## config.mk

```make
export PLATFORM = sky130hd
export DESIGN_NAME = keypad_scanner
export DESIGN_NICKNAME = d
export VERILOG_FILES = /design/src/rtl/keypad_pkg.sv /design/src/rtl/keypad_col_sync.sv /design/src/rtl/keypad_scanner.sv
export SDC_FILE = /design/constraint.sdc
export NUM_CORES = 1
export LEC_CHECK = 0
export ABC_AREA = 1
export BUFFER_PORTS_ARGS = -buffer_cell sky130_fd_sc_hd__buf_4
export CORE_MARGIN = 2
export CORE_UTILIZATION = 66
export DETAILED_ROUTE_END_ITERATION = 7
export GPL_TIMING_DRIVEN = 0
export PLACE_DENSITY = 0.82
export SYNTH_ARGS = -nofsm -noshare
export SYNTH_HDL_FRONTEND = slang
export SYNTH_HIERARCHICAL = 1
export SYNTH_SLANG_ARGS = --single-unit
```

## constraint.sdc

```tcl
create_clock -name clk -period 4.7 [get_ports clk]
set_clock_uncertainty 0.1 [all_clocks]
set_input_delay 0 -clock clk [delete_from_list [all_inputs] [get_ports clk]]
set_output_delay 0 -clock clk [all_outputs]
set_load 0.1 [all_outputs]
```

## src/rtl/keypad_pkg.sv

```systemverilog
// keypad_pkg: shared constants, key map lookup and debounce state type for
// the keypad scanner.
package keypad_pkg;

    localparam int          ROWS   = 4;
    localparam int          COLS   = 3;
    localparam logic [3:0]  NO_KEY = 4'd10;

    typedef enum logic [1:0] {
        RELEASED,
        PRESS_PEND,
        PRESSED,
        RELEASE_PEND
    } deb_state_t;

    // Map a (row, col) switch position to its BCD code; '*' and '#' read as NO_KEY.
    function automatic logic [3:0] key_code(input logic [1:0] row, input logic [1:0] col);
        logic [3:0] code;
        code = NO_KEY;
        if (col < 2'd3) begin
            if (row < 2'd3) begin
                code = 4'(row) * 4'd3 + 4'(col) + 4'd1;
            end else if (col == 2'd1) begin
                code = 4'd0;
            end
        end
        return code;
    endfunction

endpackage

```

## src/rtl/keypad_col_sync.sv

```systemverilog
// keypad_col_sync: 2-flop synchronizer for the asynchronous, active-low
// keypad columns. Resets to all-ones (no switch closed).
module keypad_col_sync
    import keypad_pkg::*;
(
    input  logic            clk,
    input  logic            reset,
    input  logic [COLS-1:0] col_n,
    output logic [COLS-1:0] col_n_sync
);

    logic [COLS-1:0] meta;

    // Two-stage synchronizer chain.
    always_ff @(posedge clk) begin
        // NOTE: sequential state uses non-blocking assignments so every flop
        // samples the pre-edge value of its source, regardless of statement order.
        if (reset) begin
            meta       <= '1;
            col_n_sync <= '1;
        end else begin
            meta       <= col_n;
            col_n_sync <= meta;
        end
    end

endmodule

```

## src/rtl/keypad_scanner.sv

```systemverilog
// keypad_scanner: drives 4x3 keypad rows, samples synchronized columns once
// per row period, picks one candidate key per frame and debounces it into a
// stable BCD key code with a one-cycle key_valid strobe.
// Optional build macro: KEYPAD_SCANNER_GHOST_REJECT_EN -- when defined, a frame
// with more than one closed switch yields no candidate (ghost suppression).
module keypad_scanner
    import keypad_pkg::*;
#(
    parameter int SCAN_DIV = 1000,
    parameter int DEBOUNCE = 4
) (
    input  logic       clk,
    input  logic       reset,
    input  logic [2:0] col_n,
    output logic [3:0] row_n,
    output logic [3:0] key,
    output logic       key_valid
);

    localparam logic [15:0] DIV_LAST = 16'(SCAN_DIV - 1);
    localparam logic [3:0]  DEB_CNT  = 4'(DEBOUNCE);
    localparam int          NSW      = ROWS * COLS;

    logic [COLS-1:0] col_n_sync;
    logic [15:0]     div_cnt;
    logic [1:0]      row_idx;
    logic            sample_now;
    logic            frame_end;
    logic [NSW-1:0]  closed_q;
    logic [NSW-1:0]  closed_now;
    logic [3:0]      first_code;
    logic [3:0]      candidate;

    deb_state_t      state, state_d;
    logic [3:0]      cnt, cnt_d;
    logic [3:0]      pend, pend_d;
    logic [3:0]      key_q, key_d;
    logic            valid_q, valid_d;

    keypad_col_sync u_col_sync (
        .clk        (clk),
        .reset      (reset),
        .col_n      (col_n),
        .col_n_sync (col_n_sync)
    );

    assign sample_now = (div_cnt == DIV_LAST);
    assign frame_end  = sample_now && (row_idx == 2'(ROWS - 1));
    assign row_n      = ~(4'b0001 << row_idx);

    // Row period divider and row counter; the row advances after its sample cycle.
    always_ff @(posedge clk) begin
        if (reset) begin
            div_cnt <= '0;
            row_idx <= '0;
        end else if (sample_now) begin
            div_cnt <= '0;
            row_idx <= row_idx + 2'd1;
        end else begin
            div_cnt <= div_cnt + 16'd1;
        end
    end

    // Merge the live column sample into the frame's switch map for the current row.
    always_comb begin
        // NOTE: every combinational output gets a default first so no path leaves
        // it unassigned, which would otherwise infer a latch.
        closed_now = closed_q;
        closed_now[row_idx * COLS +: COLS] = ~col_n_sync;
    end

    // Keep each row's sample until the frame completes.
    always_ff @(posedge clk) begin
        if (reset) begin
            closed_q <= '0;
        end else if (sample_now) begin
            closed_q <= closed_now;
        end
    end

    // Lowest-index closed switch wins; scanning downward leaves the lowest last.
    always_comb begin
        first_code = NO_KEY;
        for (int i = NSW - 1; i >= 0; i--) begin
            if (closed_now[i]) begin
                first_code = key_code(2'(i / COLS), 2'(i % COLS));
            end
        end
    end

`ifdef KEYPAD_SCANNER_GHOST_REJECT_EN
    logic [3:0] n_closed;

    // Count closed switches so multi-key frames can be discarded.
    always_comb begin
        n_closed = '0;
        for (int i = 0; i < NSW; i++) begin
            if (closed_now[i]) begin
                n_closed = n_closed + 4'd1;
            end
        end
    end

    assign candidate = (n_closed > 4'd1) ? NO_KEY : first_code;
`else
    assign candidate = first_code;
`endif

    // Debounce state and output registers.
    always_ff @(posedge clk) begin
        if (reset) begin
            state   <= RELEASED;
            cnt     <= '0;
            pend    <= '0;
            key_q   <= NO_KEY;
            valid_q <= 1'b0;
        end else begin
            state   <= state_d;
            cnt     <= cnt_d;
            pend    <= pend_d;
            key_q   <= key_d;
            valid_q <= valid_d;
        end
    end

    // Debounce next-state logic, evaluated only on the frame-end cycle.
    always_comb begin
        state_d = state;
        cnt_d   = cnt;
        pend_d  = pend;
        key_d   = key_q;
        valid_d = 1'b0;
        if (frame_end) begin
            case (state)
                RELEASED: begin
                    if (candidate != NO_KEY) begin
                        state_d = PRESS_PEND;
                        pend_d  = candidate;
                        cnt_d   = 4'd1;
                    end
                end
                PRESS_PEND: begin
                    if (candidate == pend) begin
                        cnt_d = cnt + 4'd1;
                        if (cnt_d == DEB_CNT) begin
                            state_d = PRESSED;
                            key_d   = pend;
                            valid_d = 1'b1;
                        end
                    end else if (candidate != NO_KEY) begin
                        pend_d = candidate;
                        cnt_d  = 4'd1;
                    end else begin
                        state_d = RELEASED;
                    end
                end
                PRESSED: begin
                    if (candidate != key_q) begin
                        state_d = RELEASE_PEND;
                        cnt_d   = 4'd1;
                    end
                end
                RELEASE_PEND: begin
                    if (candidate == key_q) begin
                        state_d = PRESSED;
                    end else begin
                        cnt_d = cnt + 4'd1;
                        if (cnt_d == DEB_CNT) begin
                            state_d = RELEASED;
                            key_d   = NO_KEY;
                        end
                    end
                end
                default: begin
                    state_d = RELEASED;
                end
            endcase
        end
    end

    assign key       = key_q;
    assign key_valid = valid_q;

endmodule

```

Word-level counts from Yosys, hierarchy flattened. Index checks and enable logic that the tools add are counted.

$add $sub $neg: 4. Reductions and logical operators: 10. Bitwise operators: 5. Multiplexer cells: 34. Shifts and indexed selects: 3. Eq/ne operators: 20. Multiply operators: 1.

Operator list (count): 4-bit 2-to-1 mux (21); 4-bit negation with 34-bit output (1); 3-bit by 34-bit variable shift with 12-bit output, first input constant (1); 3-bit by 34-bit indexed part select with 12-bit output (1); 16-bit by 1-bit adder with 16-bit output, second input constant (1); 16-bit by 10-bit == test with 1-bit output, second input constant (1); 4-bit case mux with 2 select lines (2); 4-bit case mux with 4 select lines (1); 2-bit 2-to-1 mux (7); 2-bit inequality test, second input constant (7); 12-bit bitwise mux (1); 6-bit AND reduction (2); 3-bit inequality test, second input constant (3); 4-bit == test (2); 2-bit case mux with 4 select lines (1); 2-bit == test, second input constant (3); 3-bit AND reduction (2); 4-bit by 1-bit adder with 4-bit output, second input constant (1); 4-bit by 3-bit == test with 1-bit output, second input constant (1); 2-bit by 2-bit multiplier with 4-bit output, second input constant (1); 4-bit inequality test (1); 4-bit inequality test, second input constant (1); 4-bit inverter (1); 2-bit nonzero test (2); other kinds (10) (12).

Logic and storage cells: 87. Input port bits: 5. Register bits after elaboration: 51. Output and inout bits: 9.

Depth between registers and ports, before layout.
Depth in word-level cells: 19. Depth in mapped cells: 24. Gate-level depth less buffers: 24.

Cells and area by module. The synthesis kept the hierarchy.

By module, submodules not included: keypad_scanner (seq. area each 880.8 um2, instances 1, area each 2631.3 um2, cells each 397); keypad_col_sync (seq. area each 120.1 um2, instances 1, area each 168.9 um2, cells each 19).

Worst setup path before layout. Ideal clock, no wire load.

Kind: register -> register. Start: register row_idx[0]. End: register cnt[1]. Clock period less this slack: 2.903 ns. Data arrival time: 2.669 ns. Stages on the path, launching flop included: 21. Buffers on the path: 0. Required time: 4.466 ns. Setup time: 0.134 ns. Path slack: 1.797 ns. Path through: dfxtp_1 inv_1 ha_1 inv_1 nand2_1 nand2_2 nor2_4 nand2_1 nand2_1 nand2_1 nand2_2 nand3_1 nand2_1 nor2_4 nand3_2 nand2_4 nand2_4 nand2_1 nand2_1 nand2_1 a21oi_2.

Word-level cells in the longest chain between the ends: 19. Elaborated cells on any way between the ends: 28. Those cells by class: add/sub: 1; mul: 1; eq/ne: 7; shift: 2; mux: 15; reduce/logical: 2.

Ends and longest elaborated chain: from (decl) (RTL line keypad_scanner.sv:26) `logic [1:0] row_idx;`; from (signal assigned) (RTL line keypad_scanner.sv:58) `row_idx <= row_idx + 2'd1;`; 2-bit by 2-bit multiplier with 4-bit output (RTL line keypad_scanner.sv:69) `closed_now[row_idx * COLS +: COLS] = ~col_n_sync;`; 4-bit negation with 34-bit output (RTL line keypad_scanner.sv:69); 3-bit by 34-bit indexed part select with 12-bit output or 3-bit by 34-bit variable shift with 12-bit output (tied branches) (RTL line keypad_scanner.sv:69); 12-bit bitwise mux (RTL line keypad_scanner.sv:69); 4-bit 2-to-1 mux (11 in a row) (RTL line keypad_scanner.sv:85) `if (closed_now[i]) begin`; 4-bit inequality test (RTL line keypad_scanner.sv:136, keypad_scanner.sv:150); 4-bit 2-to-1 mux; 4-bit 2-to-1 mux (RTL line keypad_scanner.sv:143) `if (candidate == pend) begin`; 4-bit case mux with 4 select lines (RTL line keypad_scanner.sv:134) `case (state)`; to (signal assigned) (RTL line keypad_scanner.sv:119) `cnt <= cnt_d;`; to (decl) (RTL line keypad_scanner.sv:35) `logic [3:0] cnt, cnt_d;`.

Several ways; a longest one is shown, not always the timed one. A chain may end at the register's enable or synchronous reset.

Final worst setup path.
Start: register row_idx[0]. End: register cnt[3].

Same word-level chain as after synthesis.

==> results.yml <==
outcome:
  run_status: "finished, final reports clean"
cells_and_area:
  commonest_non_fill_non_tap_cell_in_the_layout: "sky130_fd_sc_hd__nand2_1"
  final_layout_size_suffix_gt1_share_pct: 14.6
  layout-area-overhead-vs-synth_pct: 12.1
  fin_cells: 494
  layout.cells.most_common_list: "sky130_fd_sc_hd__nand2_1, sky130_fd_sc_hd__inv_1, sky130_fd_sc_hd__dfxtp_1, sky130_fd_sc_hd__nor2_1, sky130_fd_sc_hd__nand3_1"
  finalInstanceArea_um2: 3140
  final_core_util_pct: 77.9
  fin_nets: 455
  filler_cell_count: 328
  insertedDiodeCount: 0
placed_design:
  port_buffers: 13
  gpl_wtd_cong: 0.947
  hpwl_mm: 4.42
  placed_cells: 479
  postPlaceCellArea_um2: 2960
  setup_slack_at_placement_ps: 1780
clock_network:
  cts.root.buffer_cell: "sky130_fd_sc_hd__clkbuf_8"
  cts_tree: "yes"
  ctsResizeCount: 0
  clkSinkCount: 50
  h-tree-depth: 2
  ctsLongestPathBuffers: 2
  worst_skew_pair_later_pin_latency_ps: 300
  cts-buffers-inserted: 5
  cts.clk_slew.worst_paths_ps: 90
die:
  core_region_area_um2: 4030
  floorplan.initialDensity_pct: 69.5
  rows: 23
  design.portCount: 14
  die-width_um: 69.1
  die_area_um2: 4780
  die_y_um: 69.1
power:
  power-per-cell-area_nw_per_um2: 246
  clock_power_share_pct: 38.4
  seq_power_share_pct: 55.7
  worst_voltage_drop_across_the_vdd_grid_mv: 0.229
  switching_share_pct: 22.1
  switchingPower_mw: 0.171
  total_leakage_power_nw: 1.47
  power.total_mw: 0.772
  p_int_mw: 0.601
  power.share.combinational_pct: 5.9
critical_path:
  critical_path_peak_fanout: 7
  reg2reg_slack_ps: 1720
  reg2reg_depth: 22
  path_class: "register to register"
  critical_path.endpoint_type: "register"
  critical-path-top-cell-by-count: "sky130_fd_sc_hd__nand2_1"
  path_delay_family: "simple AND/OR/NAND/NOR gates"
  launch_point_of_the_worst_reg_to_reg_path: "row_idx[0]"
  worstSetupStartpointType: "register"
  critPathArrivalTime_ps: 3060
  worstPathCellList: "inv_1 -> ha_1 -> nand2_1 -> nor2_2 -> nand2_1 -> nand2_1 -> nor2_4 -> nand2_1 -> nand2_1 -> nand2_1 -> nand2_2 -> nand2_2 -> nand2_1 -> nand2_1 -> nor2_4 -> nand3_2 -> nand2_4 -> nand2_4 -> nand2_1 -> nand2_1 -> nand2_1 -> a21oi_2"
  regToRegEndpoint: "cnt[3]"
  worst-endpoint-required_ps: 4780
  critical_path.n_buffers_inverters: 1
  critPathSlowestCell: "sky130_fd_sc_hd__dfxtp_1"
  critical-path-max-stage-delay_ps: 490
sta:
  finalWorstSetupSlack_ps: 1720
  min_period_ps: 2980
  fmax_mhz: 335
  slew-limit-headroom_pct: 61.9
  unrepaired_setup_endpoints_after_global_routing: "no"
  report.final.setup_viol: 0
  hold-worst-slack_ps: 311
  min_period_over_period_pct: 63.5
  worst_slew_pin_slew_ps: 572
  slew_viol_final: 0
  finalSetupTns_ps: 0
  report.final.hold_viol_count: 0
global_route:
  antenna_found_initial: 0
  grt_max_degree: 16
  groute.usage.overall_pct: 25.9
  first_global_vias: 2522
  sum_of_overflow_across_all_layers_after_global_routing: 0
  grt_first_pass_wirelength_mm: 10.3
drt:
  drc: 0
  route.detailed.wl_per_inst_um: 11.9
  wl_mm: 5.89
  drt_pass1_iterations: 4
  drtAntennaViolNets: 0
  route.detailed.vias_per_inst: 5.26
  drtIter0Drc: 114
  dr_total_vias: 2597
job:
  drv.max_cap_violation_count: 0
logic_synthesis:
  ys.warnings.count: 6
  synth-seq-area-share_pct: 35.7
  avgSynthCellArea_um2: 6.73
  postSynthCellCount: 416
  synth_cell_types: 32
  postSynthRegisterBits: 50
  mappedNetlistArea_um2: 2800
  mappedNetlistNets: 428
min_path:
  hold-path-endpoint: "u_col_sync/col_n_sync[1]"
  worstHoldPathType: "register to register"
  hold-path-cell-count: 2
  hp-start: "u_col_sync/meta[1]"
==> sequential cells by signal, summed over array words and instances (netlist names) <==
register	cells
div_cnt	16
closed_q	11
cnt	4
key	4
pend	4
u_col_sync/col_n_sync	3
u_col_sync/meta	3
row_idx	2
state	2
key_valid	1
==> synth_stat cells, drive strengths merged <==
library cell	count	area share, %
a211oi	6	1.6
a21oi	29	5.7
buf	1	0.18
clkbuf	2	0.27
clkinv	4	0.71
dfxtp	50	36
ha	7	3.1
inv	74	9.9
nand2	106	16
nand3	30	6.1
nand3b	2	0.54
nand4	10	2.2
nor2	55	9.0
nor3	7	1.3
nor4	7	1.6
o21a	1	0.27
o21ai	18	3.5
o21bai	2	0.67
o22ai	1	0.22
or2	1	0.22
xor2	3	0.94
==> worst register-to-register path, stage by stage (launching register included) <==
cell and delay [ps]:
sky130_fd_sc_hd__dfxtp_1 490, sky130_fd_sc_hd__inv_1 180, sky130_fd_sc_hd__ha_1 390, sky130_fd_sc_hd__nand2_1 100, sky130_fd_sc_hd__nor2_2 60, sky130_fd_sc_hd__nand2_1 80
sky130_fd_sc_hd__nand2_1 120, sky130_fd_sc_hd__nor2_4 170, sky130_fd_sc_hd__nand2_1 60, sky130_fd_sc_hd__nand2_1 50, sky130_fd_sc_hd__nand2_1 60, sky130_fd_sc_hd__nand2_2 110
sky130_fd_sc_hd__nand2_2 70, sky130_fd_sc_hd__nand2_1 70, sky130_fd_sc_hd__nand2_1 70, sky130_fd_sc_hd__nor2_4 100, sky130_fd_sc_hd__nand3_2 100, sky130_fd_sc_hd__nand2_4 100
sky130_fd_sc_hd__nand2_4 80, sky130_fd_sc_hd__nand2_1 80, sky130_fd_sc_hd__nand2_1 90, sky130_fd_sc_hd__nand2_1 90, sky130_fd_sc_hd__a21oi_2 50
==> power groups by stage <==
| stage | Sequential (mW) | Clock [mW] | Combinational, mW |
|---|---|---|---|
| after floorplan | 0.439 | 0 | 0.0294 |
| after global placement | 0.440 | 0 | 0.0390 |
| after detailed placement | 0.440 | 0 | 0.0399 |
| after CTS | 0.430 | 0.305 | 0.0444 |
| after global routing | 0.430 | 0.323 | 0.0515 |
| final | 0.430 | 0.297 | 0.0453 |
==> what timing repair did <==
action                                 4_1_cts  5_1_grt
setup endpoints to repair                    0        0
hold buffers                                 7        0
buffers inserted                             0        0
endpoints found under the hold margin        8        0
==> worst max-delay path by stage <==
stage,startpoint,end,slack [ps],depth (start not counted)
2_1_floorplan,row_idx[0],cnt[1],1800,20
3_3_place_gp,row_idx[0],cnt[3],1860,18
3_5_place_dp,row_idx[0],cnt[3],1780,20
4_1_cts,row_idx[0],cnt[3],1740,22
5_1_grt,row_idx[0],cnt[3],1470,22
6_report,row_idx[0],cnt[3],1720,22
==> metal layers <==
layer / GRT usage [%] / up-vias / routed length (um)
met4: 8.93 / 0 / 70
li1: - / 1368 / -
met5: 0 / - / 0
met3: 4.97 / 9 / 197
met2: 46.0 / 40 / 2980
met1: 31.1 / 1180 / 2650
==> kinds of logic after synthesis <==
kind of cell	after synthesis	synth area share, %
adders and majority gates	7	3.13
and+or+nand+nor	218	37.1
DFF	50	35.7
buffers and inverters	81	11.1
xor gates and xnor gates	3	0.939
AOI/OAI and AO/OA	57	12.0
==> final cells by class <==
type                       instances  area [um^2]  area share [%]
multi-input combinational        285         1490            47.4
sequential                        50         1000            31.9
inverter                          78          298            9.49
timing repair buffer              20          168            5.34
clock buffer                       5         68.8            2.19
tap                               50         62.6            1.99
clock inverter                     3         40.0            1.28
buffer                             3         12.5           0.399
No activity file was read; power rests on OpenSTA's default activity.
